File: config.mk
export PLATFORM = sky130hd
export DESIGN_NAME = bubble_sort_engine
export DESIGN_NICKNAME = d
export VERILOG_FILES = /design/src/rtl/bubble_sort_engine_pkg.sv /design/src/rtl/bubble_sort_engine.sv
export SDC_FILE = /design/constraint.sdc
export NUM_CORES = 1
export LEC_CHECK = 0
export ABC_AREA = 1
export BUFFER_PORTS_ARGS = -buffer_cell sky130_fd_sc_hd__buf_2
export CORE_UTILIZATION = 40
export DETAILED_ROUTE_END_ITERATION = 8
export HOLD_SLACK_MARGIN = 0.15
export MAX_ROUTING_LAYER = met4
export PLACE_DENSITY = 0.67
export SLEW_MARGIN = 40
export SYNTH_ARGS = -nofsm -noshare
export SYNTH_HDL_FRONTEND = slang
export SYNTH_SLANG_ARGS = --single-unit
File: constraint.sdc
create_clock -name clk -period 6.6 [get_ports clk]
set_clock_uncertainty 0.05 [all_clocks]
set_input_delay 0.33 -clock clk [delete_from_list [all_inputs] [get_ports clk]]
set_output_delay 0.33 -clock clk [all_outputs]
set_load 0.005 [all_outputs]
File: src/rtl/bubble_sort_engine_pkg.sv
// Definitions shared by the sort engines and the OLED bar renderer:
// array geometry and the common sort state encoding.
package sort_defs;

  localparam int NUM_BARS = 10;
  localparam int VAL_W    = 6;

  typedef enum logic [1:0] {
    ST_IDLE    = 2'd0,
    ST_COMPARE = 2'd1,
    ST_SWAP    = 2'd2,
    ST_DONE    = 2'd3
  } sort_state_t;

endpackage

File: src/rtl/bubble_sort_engine.sv
// Paced bubble sort over a small register array; one compare or one swap per
// step_en pulse so the bar display can show every intermediate arrangement.
module bubble_sort_engine
  import sort_defs::*;
#(
  parameter int N = NUM_BARS,
  parameter int W = VAL_W
) (
  input  logic           clk,
  input  logic           reset,
  input  logic           start,
  input  logic           step_en,
  input  logic           wr_en,
  input  logic [3:0]     wr_addr,
  input  logic [W-1:0]   wr_data,
  output logic [N*W-1:0] values,
  output logic [3:0]     cur_idx,
  output logic           swap_flag,
  output logic           busy,
  output logic           done,
  output logic [3:0]     pass_cnt
);

  sort_state_t  state, state_nxt;
  logic [W-1:0] vals [N];
  logic [W-1:0] vals_nxt [N];
  logic [3:0]   j, j_nxt, j_p1;
  logic [3:0]   limit, limit_nxt;
  logic [3:0]   pass_cnt_nxt;
  logic         swapped, swapped_nxt;
  logic         advance, pass_had_swap;

  assign j_p1 = j + 4'd1;

  always_ff @(posedge clk) begin
    if (reset) begin
      state    <= ST_IDLE;
      vals     <= '{default: '0};
      j        <= '0;
      limit    <= '0;
      swapped  <= 1'b0;
      pass_cnt <= '0;
    end else begin
      state    <= state_nxt;
      vals     <= vals_nxt;
      j        <= j_nxt;
      limit    <= limit_nxt;
      swapped  <= swapped_nxt;
      pass_cnt <= pass_cnt_nxt;
    end
  end

  always_comb begin
    state_nxt     = state;
    vals_nxt      = vals;
    j_nxt         = j;
    limit_nxt     = limit;
    swapped_nxt   = swapped;
    pass_cnt_nxt  = pass_cnt;
    advance       = 1'b0;
    pass_had_swap = swapped;

    case (state)
      ST_IDLE, ST_DONE: begin
        if (wr_en && ({1'b0, wr_addr} < 5'(N)))
          vals_nxt[wr_addr] = wr_data;
        if (start) begin
          state_nxt    = ST_COMPARE;
          j_nxt        = '0;
          limit_nxt    = 4'(N - 1);
          swapped_nxt  = 1'b0;
          pass_cnt_nxt = '0;
        end
      end
      ST_COMPARE: begin
        // Strict greater-than keeps equal elements in place.
        if (step_en) begin
          if (vals[j] > vals[j_p1])
            state_nxt = ST_SWAP;
          else
            advance = 1'b1;
        end
      end
      ST_SWAP: begin
        if (step_en) begin
          vals_nxt[j]    = vals[j_p1];
          vals_nxt[j_p1] = vals[j];
          swapped_nxt    = 1'b1;
          pass_had_swap  = 1'b1;
          advance        = 1'b1;
        end
      end
      default: state_nxt = ST_IDLE;
    endcase

    // A pass with no swaps proves the array sorted, so stop early.
    if (advance) begin
      if (j < limit - 4'd1) begin
        j_nxt     = j_p1;
        state_nxt = ST_COMPARE;
      end else begin
        pass_cnt_nxt = pass_cnt + 4'd1;
        if (!pass_had_swap || limit == 4'd1) begin
          state_nxt = ST_DONE;
        end else begin
          limit_nxt   = limit - 4'd1;
          j_nxt       = '0;
          swapped_nxt = 1'b0;
          state_nxt   = ST_COMPARE;
        end
      end
    end
  end

  always_comb begin
    values = '0;
    for (int i = 0; i < N; i++)
      values[i*W +: W] = vals[i];
  end

  assign cur_idx   = j;
  assign swap_flag = (state == ST_SWAP);
  assign busy      = (state == ST_COMPARE) || (state == ST_SWAP);
  assign done      = (state == ST_DONE);

endmodule

* After elaboration in Yosys (flattened, before gate mapping)
Index checks and enable logic that the tools add are counted.
** Word-level totals
- Flip-flop bits (word level) :: 75
- Input bits :: 15
- Output and inout port bits :: 71
- Word-level logic and storage cells :: 102
** Cells by class
- Add/subtract/negate cells :: 3
- $lt $le $gt $ge :: 9
- Eq/ne operators :: 9
- Mux-type cells :: 50
- Bitwise logic cells :: 3
- Reduce and logical (&&, ||, !) cells :: 13
** Operators by type and width (count)
- bitwise mux 60 bit :: 3
- 2-to-1 mux 60 bit :: 2
- case mux 60 bit (2 select lines) :: 1
- demux 6 bit (select 4 bit) :: 3
- 2-to-1 mux 4 bit :: 14
- binary-select mux 6 bit (select 4 bit) :: 2
- 2-to-1 mux 6 bit :: 7
- greater-or-equal comparator 5 bit (second input constant) :: 3
- less-than comparator 5 x 1 -> 1 bit (second input constant) :: 3
- inverter 4 -> 5 bit :: 3
- 2-to-1 mux 2 bit :: 6
- 2-to-1 mux 1 bit :: 9
- != test 3 bit (second input constant) :: 3
- adder 4 x 1 -> 4 bit (second input constant) :: 2
- greater-than comparator 6 bit :: 1
- equality test 2 bit (second input constant) :: 2
- equality test 4 x 1 -> 1 bit (second input constant) :: 1
- logical AND 1 bit :: 4
- less-than comparator 4 bit :: 1
- less-than comparator 4 bit (second input constant) :: 1
- != test 2 bit (second input constant) :: 2
- case mux 1 bit (2 select lines) :: 2
- case mux 2 bit (2 select lines) :: 1
- AND reduction 4 bit :: 1
- 9 further kinds :: 10

* Depth between registers and ports, before layout
Gate-level depths: netlist (run 1).
- Word-level depth :: 11
- Mapped depth :: 27

* Least setup slack after synthesis (run 1)
No wires, ideal clock.
- Path type :: reg2reg
- Start :: reg j[1] (netlist: cur_idx[1])
- End :: reg j[1] (netlist: cur_idx[1])
- Setup time :: 0.132 ns
- Arrival :: 3.555 ns
- Slack :: 2.863 ns
- Stages on the path, launching flop included :: 25
- Clock period less this slack :: 3.737 ns
- Cell sequence :: dfxtp_1 buf_2 clkinv_1 ha_1 clkbuf_1 buf_2 o21ai_0 o21ai_1 nand2_1 nand3_1 buf_4 inv_1 ha_1 nand2_1 nor2_1 nand2_1 nand3_1 nand2_1 nand2_1 nand2_1 nand2_1 clkbuf_1 inv_1 nand2_1 a21oi_1
** Between the ends
- Longest elaborated chain between the ends :: 10
- Elaborated cells on any way between the ends :: 19
** Ends and longest elaborated chain
- start, declared :: line bubble_sort_engine.sv:27 : logic [3:0] j, j_nxt, j_p1;
- start signal, assigned :: line bubble_sort_engine.sv:46 : j <= j_nxt;
- adder 4 x 1 -> 4 bit :: line bubble_sort_engine.sv:33 : assign j_p1 = j + 4'd1;
- inverter 4 -> 5 bit (not written as such) :: line bubble_sort_engine.sv:78 : if (vals[j] > vals[j_p1])
- binary-select mux 6 bit (select 4 bit) :: line bubble_sort_engine.sv:78
- 2-to-1 mux 6 bit (not written as such) (2 in a row) :: line bubble_sort_engine.sv:78
- greater-than comparator 6 bit :: line bubble_sort_engine.sv:78
- 2-to-1 mux 1 bit :: line bubble_sort_engine.sv:78
- 2-to-1 mux 1 bit :: line bubble_sort_engine.sv:77 : if (step_en) begin
- case mux 1 bit (2 select lines) :: line bubble_sort_engine.sv:63 : case (state)
- 2-to-1 mux 4 bit * :: line bubble_sort_engine.sv:97 : if (advance) begin
Mark *: on every way between the ends. The rest lies on a longest branch, timed or not. The select of a mux whose other input is x is not followed.
A chain may end at the register's enable or synchronous reset.

* Worst setup path in the final report (run 1)
- Start :: reg j[1] (netlist: cur_idx[1])
- End :: reg pass_cnt[1]
** Between the ends
- Longest elaborated chain between the ends :: 10
- Elaborated cells on any way between the ends :: 16
** Ends and longest elaborated chain
- adder 4 x 1 -> 4 bit :: line bubble_sort_engine.sv:33
- inverter 4 -> 5 bit (not written as such) :: line bubble_sort_engine.sv:78
- binary-select mux 6 bit (select 4 bit) :: line bubble_sort_engine.sv:78
- 2-to-1 mux 6 bit (not written as such) (2 in a row) :: line bubble_sort_engine.sv:78
- greater-than comparator 6 bit :: line bubble_sort_engine.sv:78
- 2-to-1 mux 1 bit :: line bubble_sort_engine.sv:78
- 2-to-1 mux 1 bit :: line bubble_sort_engine.sv:77
- case mux 1 bit (2 select lines) :: line bubble_sort_engine.sv:63
- 2-to-1 mux 4 bit * :: line bubble_sort_engine.sv:97
- end signal, assigned :: line bubble_sort_engine.sv:49 : pass_cnt <= pass_cnt_nxt;
- end, declared :: line bubble_sort_engine.sv:21 : output logic [3:0] pass_cnt
Marks and branches as above.

==> flow_metrics.tcl, run 1 <==
set metrics [dict create \
    via_per_inst 5.32 \
    first_pass_iters 6 \
    layout_common_cells "469 x nand2_1, 141 x a21oi_1, 121 x inv_1" \
    cts_max_path_buffers 2 \
    met3_length_mm 2.32 \
    top_layer_used "met4" \
    finalSetupViolations 0 \
    synth_area_um2 6650 \
    coreArea_um2 16100 \
    critPathMaxFanout 20 \
    tightest_slew_ns 0.807 \
    pwr_density_cell_nw_per_um2 325 \
    yosys.area.top_type_share_pct 26.5 \
    area_growth_pct 10.0 \
    grt_pass1_wl_mm 37.8 \
    gp_congestion 1.00 \
    fin_crit_ns 4.83 \
    holdCritPathClass "input pin to flop" \
    hold_viol_final 0 \
    yosysSeqAreaShare_pct 22.6 \
    grt_usage_pct 30.8 \
    met1Wirelength_mm 10.7 \
    vias 7782 \
    clk_latency_ns 0.36 \
    row_count 46 \
    wl_mm 24.9 \
    fin_tns_setup_ns 0 \
    p_leak_nw 3.86 \
    die_w_um 131 \
    design_area_um2 7310 \
    die_h_um 131 \
    dr_wl_met2_mm 10.9 \
    clkTransAtPathRegs_ns 0.06 \
    place_hpwl_mm 17.7 \
    initial_core_util_pct 41.4 \
    max_freq_ghz 0.207 \
    yosysTopAreaCell "nand2_1" \
    status "finished, final reports clean" \
    fin_crit_sh_pct 73.3 \
    finalNetCount 1279 \
    synth_nets 1238 \
    drt_iter0_drc 846 \
    cts_setup_buffers 0 \
    cap_violations 0 \
    avgSynthCellArea_um2 5.53 \
    die_area_um2 17100 \
    cts-root-buf "clkbuf_16" \
    synth-warning-count 0 \
    synthCells 1201 \
    diodes 0 \
    slew_viol_final 0 \
    path_class "flop to flop" \
    drt-wirelength-per-cell_um 17.0 \
    synthTopCellsByArea "nand2_1 26%, dfxtp_1 23%, a21oi_1 11%, o21ai_0 7.7%, inv_1 6.9%" \
    cp.required_ns 6.80 \
    hold_buffers 0 \
    drive_gt1_share_pct 11.2 \
    antenna_left 0 \
    boundaryPins 86 \
    cts_tree "done" \
    cp_data_arrival_time_ns 5.04 \
    slew_headroom_pct 45.8 \
    ys_types 35 \
    grt_max_degree 76 \
    cp-end-kind "flop" \
    peakVddDrop_uv 167 \
    grt_overflow 0 \
    grt_antenna_before_repair 0 \
    cts.sinks 75 \
    ys_ff_latch 75 \
    start_kind "flop" \
    layout_commonest_cell "nand2_1" \
    cts_made_buffers 9 \
    post_dp_cell_area_um2 7030 \
    port_buffers 85 \
    cts-resized-gates 0 \
    grt_pass1_vias 6677 \
    htreeDepth 3 \
    route.detailed.drc 0 \
    rsz0062_at_grt "false" \
]
==> routing by layer <==
layer	global-route usage, %	vias up
met2	44.4	376
met4	14.6	0
li1	-	3861
met3	5.78	57
met1	41.1	3488
met5	-	-
==> cells in the mapped netlist <==
master,instances
nand2_1,469
a21oi_1,141
inv_1,122
nor2_1,121
o21ai_0,102
dfxtp_1,75
nand3_1,34
buf_2,25
ha_1,22
clkbuf_1,18
buf_4,9
buf_6,7
inv_2,7
o21ai_2,7
o211ai_1,6
a211oi_1,4
o21ai_1,4
nand4_1,3
clkbuf_8,2
clkinv_1,2
nand2_2,2
nand3_2,2
nor2_2,2
nor2_8,2
xnor2_1,2
xor2_1,2
a21oi_2,1
a31oi_1,1
clkinv_2,1
inv_4,1
nand3_4,1
nor2_4,1
nor3_4,1
xnor2_4,1
xor2_2,1
==> logic make-up after synthesis <==
kind of cell / count (synthesis) / synth area share, %
XOR/XNOR: 6 / 1.19
AO/OA/AOI/OAI: 266 / 20.9
adder cells (fa/ha/maj): 22 / 4.14
buffers and inverters: 194 / 13.1
AND/OR/NAND/NOR: 638 / 38.1
flip-flops: 75 / 22.6
==> through the flow <==
| stage | power [mW] | util [%] | hold WS [ns] | setup WS, ns | instances |
|---|---|---|---|---|---|
| after floorplan | 1.49 | - | 0.428 | 2.86 | 1201 |
| after global placement | 1.85 | 43.7 | 0.450 | 2.17 | 1447 |
| after detailed placement | 1.86 | 43.8 | 0.452 | 1.95 | 1447 |
| after CTS | 2.35 | 45.5 | 0.249 | 1.94 | 1462 |
| after global routing | 2.56 | 45.5 | 0.251 | 1.39 | 1462 |
| final | 2.38 | 45.5 | 0.251 | 1.77 | 1462 |
==> worst paths after layout <==
kind	start	to	slack (ns)	cells past startpoint
max	cur_idx[1]	pass_cnt[1]	1.77	23
min	reset	limit[0]	0.25	2
max reg2reg	cur_idx[1]	pass_cnt[1]	1.77	23
min reg2reg	state[0]	state[0]	0.46	2
==> layout make-up <==
type	count	area [µm²]
Clock inverter	2	10.0
Timing Repair Buffer	91	470
Multi-Input combinational cell	932	4280
Tap cell	216	270
Sequential cell	75	1500
Clock buffer	13	270
Fill cell	1757	8740
Inverter	133	505
==> sequential cells by signal, summed over array words and instances, names as in the netlist <==
signal and flops:
state 2, swapped 1, cur_idx 4, pass_cnt 4
limit 4, values 60
==> power breakdown <==
group | switching [mW] | internal [mW]
sequential | 0.0885 | 0.542
clock | 0.200 | 0.282
combinational | 0.901 | 0.363
==> worst max-delay path, stage by stage, from the launching register on <==
cell      delay, ns
dfxtp_1        0.33
clkinv_1       0.38
ha_1           0.44
buf_4          0.22
inv_1          0.45
a21oi_1        0.14
o21ai_0        0.11
o21ai_0        0.11
nand2_1        0.07
nand3_1        0.52
inv_1          0.20
ha_1           0.26
nand2_1        0.08
nor2_1         0.05
nand2_1        0.06
nand3_1        0.06
nand2_1        0.08
nand2_1        0.05
nand2_1        0.07
nand2_1        0.25
nor2_1         0.38
inv_1          0.13
o21ai_0        0.19
nor2_1         0.05
No activity file was read; power rests on OpenSTA's default activity.
==> run 2: changes to the inputs <==
- PLACE_DENSITY: 0.67 -> 0.69
- clock period: 6.6 -> 4.2 ns (I/O delays scaled with it)
==> run 2 against run 1 <==
Against the previous run: the run now ends with DRC left; total power increased by 64%; sequential power increased by 57%; clock power increased by 64%; die area unchanged; final area increased by 2.2%; setup slack got worse by 1.3 ns; global-route usage increased by 1.4 points; routed wire length increased by 3.6%; non-clock buffer count increased by 21; first-iteration DRC count increased by 18%; critical path depth decreased by 4; register-to-register slack got worse by 1.3 ns; largest power group unchanged.
==> flow_metrics.tcl, run 2 (synthesis results as in run 1) <==
set metrics [dict create \
    layout_commonest_cell "nand2_1" \
    post-place-ws_ns 0.525 \
    max_freq_ghz 0.268 \
    layout.cells.non_filler 1484 \
    clkTransAtPathRegs_ns 0.06 \
    pwr_density_cell_nw_per_um2 520 \
    grt_usage_pct 32.2 \
    fin_tns_setup_ns 0 \
    p_leak_nw 3.97 \
    rr_worst_depth 19 \
    tightest_slew_ns 0.812 \
    place_hpwl_mm 19.0 \
    slew_headroom_pct 45.5 \
    min_to "limit[3]" \
    finalSetupViolations 0 \
    violations "DRC" \
    slew_viol_final 0 \
    holdCritPathClass "input pin to flop" \
    cts_max_path_buffers 2 \
    initial_core_util_pct 41.4 \
    cts_made_buffers 9 \
    clk_latency_ns 0.35 \
    rsz0062_at_grt "false" \
    area_growth_pct 12.4 \
    peakVddDrop_uv 287 \
    path_class "flop to flop" \
    row_count 46 \
    gp_congestion 0.972 \
    drive_gt1_share_pct 12.3 \
    cts.sinks 75 \
    route.detailed.drc 2 \
    diodes 0 \
    drt-wirelength-per-cell_um 17.4 \
    dp.cells 1467 \
    vias 7894 \
    grt_pass1_vias 7025 \
    net-switching-power_mw 1.93 \
    cp-end-kind "flop" \
    port_buffers 85 \
    hold_start "start" \
    fin_crit_ns 3.73 \
    start_kind "flop" \
    die_area_um2 17100 \
    swShare_pct 49.5 \
    final_core_util_pct 46.5 \
    cts-resized-gates 0 \
    whs_path_depth 5 \
    layout_setup_ws_ns 0.473 \
    die_h_um 131 \
    finalNetCount 1300 \
    seqPwrFrac_pct 25.4 \
    grt_antenna_before_repair 0 \
    grt_max_degree 75 \
    drt_iter0_drc 996 \
    fin_crit_sh_pct 88.7 \
    critPathMaxFanout 74 \
    cts-root-buf "clkbuf_16" \
    grt_overflow 0 \
    htreeDepth 3 \
    layout_common_cells "469 x nand2_1, 141 x a21oi_1, 121 x inv_1, 121 x nor2_1, 102 x o21ai_0" \
    clkPwrFrac_pct 20.3 \
    antenna_left 0 \
    grt_pass1_wl_mm 39.3 \
    cap_violations 0 \
    r2r_start "cur_idx[0]" \
    cp_data_arrival_time_ns 3.93 \
    wl_mm 25.8 \
    regToRegEndpoint "pass_cnt[0]" \
    pwr-share-comb_pct 54.2 \
    via_per_inst 5.32 \
    first_pass_iters 9 \
    hold_viol_final 0 \
    status "finished with violations" \
    coreArea_um2 16100 \
    boundaryPins 86 \
    cellInternalPower_mw 1.96 \
    die_w_um 131 \
    cp.required_ns 4.40 \
    cts_tree "done" \
    largest_register_ffs 60 \
    rrSetupSlack_ns 0.47 \
]
## run 2: cell type report
type                       count  area, µm²
tap                          216        270
multi-input combinational    932       4280
inverter                     133        503
clock buffer                  14        254
sequential                    75       1500
fill                        1790       8580
timing repair buffer         112        631
clock inverter                 2       35.0
## run 2: worst max-delay path by stage
stage	from	endpoint	slack, ns	depth (start not counted)
2_1_floorplan	cur_idx[1]	cur_idx[1]	0.46	24
3_3_place_gp	cur_idx[0]	pass_cnt[1]	0.61	19
3_5_place_dp	cur_idx[0]	pass_cnt[1]	0.52	19
4_1_cts	cur_idx[0]	pass_cnt[1]	0.47	19
5_1_grt	cur_idx[0]	pass_cnt[1]	0.08	19
6_report	cur_idx[0]	pass_cnt[0]	0.47	19
## run 2: worst max-delay path: stages, from the launching register on
cell,delay (ns)
dfxtp_2,0.34
buf_4,0.54
nand3_4,0.20
xnor2_4,0.22
nor2_1,0.28
nand2_1,0.13
nand3_2,0.29
inv_1,0.08
ha_1,0.29
nand2_1,0.05
nor2_1,0.13
nand3_1,0.08
nand2_1,0.09
nand2_1,0.05
nand2_1,0.08
nand2_1,0.07
nor2_1,0.30
inv_1,0.13
o21ai_0,0.17
nor2_1,0.05
## run 2: metal layers
metal | track usage (%) | part of all wire, %
met5 | - | 0
met1 | 42.5 | 43
met3 | 5.74 | 9.5
met4 | 15.2 | 4.1
met2 | 47.3 | 43
## run 2: what timing repair did
action	in CTS	in global routing
endpoints found under the setup margin	0	0
hold endpoints to repair	8	0
setup buffers	0	0
hold buffers	1	0
## run 2: power by group through the flow
stage | Sequential, mW | Combinational, mW | Clock (mW)
after global placement | 1.00 | 2.05 | 0
final | 0.988 | 2.11 | 0.791
after global routing | 1.00 | 2.34 | 0.822
after detailed placement | 0.998 | 2.05 | 0
after CTS | 0.984 | 2.06 | 0.800
after floorplan | 0.965 | 1.38 | 0
## run 2: through the flow
step                      instance area (µm²)  power [mW]  hold WS, ns
final                                    7470        3.89        0.281
after global placement                   7170        3.05        0.452
after detailed placement                 7170        3.05        0.456
after floorplan                          6650        2.34        0.428
after global routing                     7470        4.16        0.329
after CTS                                7470        3.85        0.255
